==> config.mk <==
export PLATFORM = sky130hd
export DESIGN_NAME = regbank_dump_ctrl_flat
export DESIGN_NICKNAME = d
export VERILOG_FILES = /design/src/rtl/regbank_dump_ctrl_if.sv /design/src/rtl/regbank_dump_ctrl.sv /design/src/flat_wrapper.sv
export SDC_FILE = /design/constraint.sdc
export NUM_CORES = 1
export LEC_CHECK = 0
export ABC_AREA = 1
export BUFFER_PORTS_ARGS = -buffer_cell sky130_fd_sc_hd__buf_2
export CORE_MARGIN = 2
export CORE_UTILIZATION = 35
export CTS_CLUSTER_SIZE = 28
export DETAILED_ROUTE_END_ITERATION = 10
export PLACE_DENSITY = 0.74
export SYNTH_ARGS = -nofsm -noshare
export SYNTH_HDL_FRONTEND = slang
export SYNTH_SLANG_ARGS = --single-unit
==> constraint.sdc <==
create_clock -name i_clock -period 2.9 [get_ports i_clock]
set_input_delay 0.29 -clock i_clock [delete_from_list [all_inputs] [get_ports i_clock]]
set_output_delay 0.29 -clock i_clock [all_outputs]
set_load 0.02 [all_outputs]
==> src/rtl/regbank_dump_ctrl_if.sv <==
// regbank_dump_ctrl_if: debug-unit handshake and register bank read-override bus of regbank_dump_ctrl
interface regbank_dump_ctrl_if #(
  parameter int NB_DATA     = 32,
  parameter int NB_REGISTER = 5
);
  logic                   dump_req;
  logic                   abort;
  logic                   dump_ready;
  logic [NB_DATA-1:0]     read_data;
  logic [NB_DATA-1:0]     pc;
  logic                   pipeline_stall;
  logic                   write_block;
  logic                   read_override;
  logic [NB_REGISTER-1:0] read_reg_sel;
  logic [NB_DATA-1:0]     dump_data;
  logic                   dump_valid;
  logic                   dump_last;
  logic                   dump_done;
  logic                   busy;
  modport master (
    input  dump_req, abort, dump_ready, read_data, pc,
    output pipeline_stall, write_block, read_override, read_reg_sel,
           dump_data, dump_valid, dump_last, dump_done, busy
  );
  modport slave (
    output dump_req, abort, dump_ready, read_data, pc,
    input  pipeline_stall, write_block, read_override, read_reg_sel,
           dump_data, dump_valid, dump_last, dump_done, busy
  );
endinterface

==> src/rtl/regbank_dump_ctrl.sv <==
// regbank_dump_ctrl: freezes the pipeline and streams R0..R(N_REGISTERS-1) to the debug unit.
// Define REGDUMP_PC_APPEND_EN to append the current PC as a final extra word.
module regbank_dump_ctrl #(
  parameter int NB_DATA      = 32,
  parameter int NB_REGISTER  = 5,
  parameter int N_REGISTERS  = 32,
  parameter int DRAIN_CYCLES = 3
) (
  input logic i_clock,
  input logic i_reset,
  regbank_dump_ctrl_if.master bus
);
  localparam int NB_CNT = $clog2(DRAIN_CYCLES + 1);
  typedef enum logic [2:0] {IDLE, DRAIN, ADDR, LATCH, SEND, DONE, PCLAT} state_t;
  state_t                 state, state_nxt;
  logic [NB_REGISTER-1:0] index, index_nxt;
  logic [NB_CNT-1:0]      cnt, cnt_nxt;
  logic [NB_DATA-1:0]     data, data_nxt;
  logic                   pc_word, pc_word_nxt;
  logic                   last_reg, reg_phase;
  assign last_reg  = index == NB_REGISTER'(N_REGISTERS - 1);
  assign reg_phase = state inside {ADDR, LATCH, SEND};
  always_ff @(posedge i_clock or posedge i_reset)
    if (i_reset) begin
      state   <= IDLE;
      index   <= '0;
      cnt     <= '0;
      data    <= '0;
      pc_word <= 1'b0;
    end else begin
      state   <= state_nxt;
      index   <= index_nxt;
      cnt     <= cnt_nxt;
      data    <= data_nxt;
      pc_word <= pc_word_nxt;
    end
  always_comb begin
    state_nxt   = state;
    index_nxt   = index;
    cnt_nxt     = cnt;
    data_nxt    = data;
    pc_word_nxt = pc_word;
    case (state)
      IDLE: if (bus.dump_req) begin
        state_nxt   = DRAIN;
        cnt_nxt     = '0;
        index_nxt   = '0;
        pc_word_nxt = 1'b0;
      end
      DRAIN: if (cnt == NB_CNT'(DRAIN_CYCLES)) begin
        state_nxt = ADDR;
        index_nxt = '0;
      end else cnt_nxt = cnt + 1'b1;
      ADDR:  state_nxt = LATCH;
      LATCH: begin
        state_nxt = SEND;
        data_nxt  = bus.read_data;
      end
      PCLAT: begin
        state_nxt   = SEND;
        data_nxt    = bus.pc;
        pc_word_nxt = 1'b1;
      end
      SEND: if (bus.dump_ready) begin
`ifdef REGDUMP_PC_APPEND_EN
        state_nxt = pc_word ? DONE : last_reg ? PCLAT : ADDR;
`else
        state_nxt = last_reg ? DONE : ADDR;
`endif
        index_nxt = state_nxt == ADDR ? index + 1'b1 : index;
      end
      default: state_nxt = IDLE;
    endcase
    // abort beats a simultaneous handshake and must not disturb the held word
    if (bus.abort && state != IDLE && state != DONE) begin
      state_nxt = IDLE;
      index_nxt = index;
      data_nxt  = data;
    end
  end
  assign bus.busy           = state != IDLE;
  assign bus.pipeline_stall = state inside {DRAIN, ADDR, LATCH, PCLAT, SEND};
  assign bus.write_block    = state inside {ADDR, LATCH, PCLAT, SEND};
  assign bus.read_override  = reg_phase && !pc_word;
  assign bus.read_reg_sel   = reg_phase ? index : '0;
  assign bus.dump_data      = data;
  assign bus.dump_valid     = state == SEND;
`ifdef REGDUMP_PC_APPEND_EN
  assign bus.dump_last      = state == SEND && pc_word;
`else
  assign bus.dump_last      = state == SEND && last_reg;
`endif
  assign bus.dump_done      = state == DONE;
endmodule

==> src/flat_wrapper.sv <==
// flat-port wrapper written by rule: the top's interface ports become plain ports
module regbank_dump_ctrl_flat 
#(
  parameter int NB_DATA      = 32,
  parameter int NB_REGISTER  = 5,
  parameter int N_REGISTERS  = 32,
  parameter int DRAIN_CYCLES = 3
)
  (i_clock, i_reset, bus_dump_req, bus_abort, bus_dump_ready, bus_read_data, bus_pc, bus_pipeline_stall, bus_write_block, bus_read_override, bus_read_reg_sel, bus_dump_data, bus_dump_valid, bus_dump_last, bus_dump_done, bus_busy);
  regbank_dump_ctrl_if #(.NB_DATA(NB_DATA), .NB_REGISTER(NB_REGISTER)) bus_i ();
  input logic i_clock;
  input logic i_reset;
  input wire logic [$bits(bus_i.dump_req)-1:0] bus_dump_req;
  input wire logic [$bits(bus_i.abort)-1:0] bus_abort;
  input wire logic [$bits(bus_i.dump_ready)-1:0] bus_dump_ready;
  input wire logic [$bits(bus_i.read_data)-1:0] bus_read_data;
  input wire logic [$bits(bus_i.pc)-1:0] bus_pc;
  output wire logic [$bits(bus_i.pipeline_stall)-1:0] bus_pipeline_stall;
  output wire logic [$bits(bus_i.write_block)-1:0] bus_write_block;
  output wire logic [$bits(bus_i.read_override)-1:0] bus_read_override;
  output wire logic [$bits(bus_i.read_reg_sel)-1:0] bus_read_reg_sel;
  output wire logic [$bits(bus_i.dump_data)-1:0] bus_dump_data;
  output wire logic [$bits(bus_i.dump_valid)-1:0] bus_dump_valid;
  output wire logic [$bits(bus_i.dump_last)-1:0] bus_dump_last;
  output wire logic [$bits(bus_i.dump_done)-1:0] bus_dump_done;
  output wire logic [$bits(bus_i.busy)-1:0] bus_busy;
  assign bus_i.dump_req = bus_dump_req;
  assign bus_i.abort = bus_abort;
  assign bus_i.dump_ready = bus_dump_ready;
  assign bus_i.read_data = bus_read_data;
  assign bus_i.pc = bus_pc;
  assign bus_pipeline_stall = bus_i.pipeline_stall;
  assign bus_write_block = bus_i.write_block;
  assign bus_read_override = bus_i.read_override;
  assign bus_read_reg_sel = bus_i.read_reg_sel;
  assign bus_dump_data = bus_i.dump_data;
  assign bus_dump_valid = bus_i.dump_valid;
  assign bus_dump_last = bus_i.dump_last;
  assign bus_dump_done = bus_i.dump_done;
  assign bus_busy = bus_i.busy;
  regbank_dump_ctrl #(.NB_DATA(NB_DATA), .NB_REGISTER(NB_REGISTER), .N_REGISTERS(N_REGISTERS), .DRAIN_CYCLES(DRAIN_CYCLES)) u_core (.i_clock(i_clock), .i_reset(i_reset), .bus(bus_i));
endmodule
==> results.yml <==
synthesis:
  ys_ff_latch: 43
  yosysMostFrequentCell: "nand2_1"
  synthFlopType: "dfrtp_1"
  synth.distinct_cells: 20
  synth_area_leader_cell: "dfrtp_1"
  synthTopCellsByCount: "nand2_1 (158), inv_1 (49), dfrtp_1 (43), o21ai_1 (33), nand3_1 (18)"
  ys_warn_count: 0
  async_flop_share_pct: 100
  syn_nets: 426
  syn_avg_cell_area_um2: 6.81
  seq_area_frac_synth_pct: 44.7
  synth.area.top_cells: "dfrtp_1 (45%), nand2_1 (25%), inv_1 (7.6%), o21ai_1 (6.9%), nand3_1 (3.7%)"
  synthCells: 354
  netlist_area_um2: 2410
  synth_enable_flop_cells: 0
  synthDominantCellAreaShare_pct: 44.7
die:
  die_y_um: 87.0
  fp.dieW_um: 87.0
  row_count: 30
  die_area_um2: 7560
  ioPinCount: 113
  initial_core_util_pct: 35.9
  core_area_um2: 6720
power:
  peakVddDrop_mv: 0.291
  p_per_area_nw_per_um2: 808
  power_leakage_uw: 0.00197
setup_path:
  cp-startpoint: "u_core.state[1]$_DFFE_PP0P_"
  worstSetupEndpoint: "bus_read_reg_sel[1]"
  ff2ff_path_depth: 8
  crit_path_end_kind: "primary output"
  cp.required_ns: 2.61
  critical_path_class: "register to primary output"
  start_kind: "register"
  r2r-start: "u_core.state[1]$_DFFE_PP0P_"
  timing.rr.end: "u_core.bus.dump_data[31]$_DFFE_PP0P_"
  rrSetupSlack_ns: 1.05
  crit_fanout: 6
  cp.arrival_ns: 1.70
timing:
  timing.final.ws_setup_ns: 0.906
  finalSetupViolations: 0
  setup_tns_ns: 0
  hold_viol_final: 0
  tightest_slew_ns: 0.883
  period_minus_slack_ns: 1.99
  maxSlewHeadroom_pct: 41.0
  fmax_mhz: 501
  slew_viol_final: 0
  rsz0062_at_grt: "false"
  post-route-period-util_pct: 68.8
  fin_skew_ns: 0.0118
detailed_routing:
  ant_nets: 0
  drt_iter0_drc: 76
  drt-vias-per-instance: 4.45
  drt_wl_total_mm: 5.62
  wl_per_cell_um: 10.4
  drt-pass1-iter-count: 4
  drcViolationCount: 0
  vias: 2402
clock_network:
  htreeDepth: 2
  clk_latency_ns: 0.29
  cts_sinks: 43
  cts_tree: "done"
  cts_root_buffer: "clkbuf_8"
  clk_path_buf_depth: 2
  postCtsSetupBuffers: 0
  clkSlewWorstSetupHoldPaths_ns: 0.08
  hold_buffers: 0
  cts_made_buffers: 5
  post_cts_resized: 0
grt:
  grt_overflow: 0
  grt_pass1_wl_mm: 9.52
  grt_use_total_pct: 15.7
  grt_pass1_vias: 2221
  grt_start_max_net_pins: 44
  grt_antenna_before_repair: 0
place:
  io_buffers: 112
  place_inst: 534
  hpwl_mm: 4.26
  place_area_um2: 3010
  dp_slack_ns: 1.05
  gp_congestion: 0.952
layout:
  antenna_cells: 0
  fin_util_pct: 45.9
  final_cell_area_um2: 3080
  n_fill_cell: 683
  final_nets: 533
  instances_no_fill: 540
  layout-area-overhead-vs-synth_pct: 27.9
  drive_gt1_share_pct: 28.7
run_status:
  outcome: "completed"
min_path:
  hp-class: "primary input to async pin"
flow_run:
  maxCapViolCount: 0
[logic make-up after synthesis]
group | count (synthesis) | share of synthesized area (%)
AOI/OAI and AO/OA | 38 | 8.00
buffers and inverters | 68 | 11.8
DFF | 43 | 44.7
adders and majority gates | 3 | 1.56
and+or+nand+nor | 202 | 34.0
[layer usage]
metal | vias up | part of all wire [%] | global-route usage, %
li1 | 1278 | - | -
met1 | 1055 | 46 | 19.7
met2 | 65 | 48 | 26.9
met3 | 4 | 4.4 | 3.79
met4 | 0 | 0.78 | 3.98
met5 | - | 0 | 0
[worst min-delay path by stage]
stage                                                 endpoint  slack (ns)
after CTS                 u_core.bus.dump_data[20]$_DFFE_PP0P_        0.22
after global placement     u_core.bus.dump_data[5]$_DFFE_PP0P_        0.46
after global routing      u_core.bus.dump_data[20]$_DFFE_PP0P_        0.26
final                     u_core.bus.dump_data[20]$_DFFE_PP0P_        0.18
after floorplan                    u_core.index[3]$_DFFE_PP0P_        0.44
after detailed placement           u_core.index[3]$_DFFE_PP0P_        0.46
[placed cells by master, fill, tap and decap left out, types with 2 or more instances in the layout]
cell,instances
buf_2,112
buf_4,2
clkbuf_8,5
dfrtp_1,43
ha_1,3
inv_1,48
inv_2,6
nand2_1,158
nand2_2,2
nand3_1,17
nand3_2,2
nor2_1,17
nor2_4,2
o21ai_0,4
o21ai_1,33
[registers in the layout, indices dropped and copies added (netlist names)]
register,cells
u_core.bus.dump_data,32
u_core.cnt,2
u_core.index,5
u_core.pc_word,1
u_core.state,3
[per-stage QoR]
stage	hold WS (ns)	power [uW]
3_3_place_gp	0.459	2130
4_1_cts	0.222	2530
5_1_grt	0.259	2720
3_5_place_dp	0.459	2170
6_report	0.182	2490
2_1_floorplan	0.442	1770
[where the power goes]
group          switching [uW]  internal (uW)  leakage (uW)
registers                 143            826      0.000554
clock network             186            161     0.0000371
logic                     778            397       0.00138
[worst max-delay path, stage by stage, from the launching register on]
cell,delay (ns)
dfrtp_1,0.51
nor2_4,0.08
nand2_1,0.21
inv_2,0.10
nor2_1,0.29
nor2_1,0.07
buf_2,0.16
[final cells by class]
cell class                      count  area [um2]  area share [%]
Sequential cell                    43        1080            34.9
Inverter                           54         203            6.58
Timing Repair Buffer              114         576            18.7
Clock buffer                        6        72.6            2.35
Tap cell                           80         100            3.25
Multi-Input combinational cell    243        1050            34.2
Note: power is estimated with default switching activity, not from simulation.
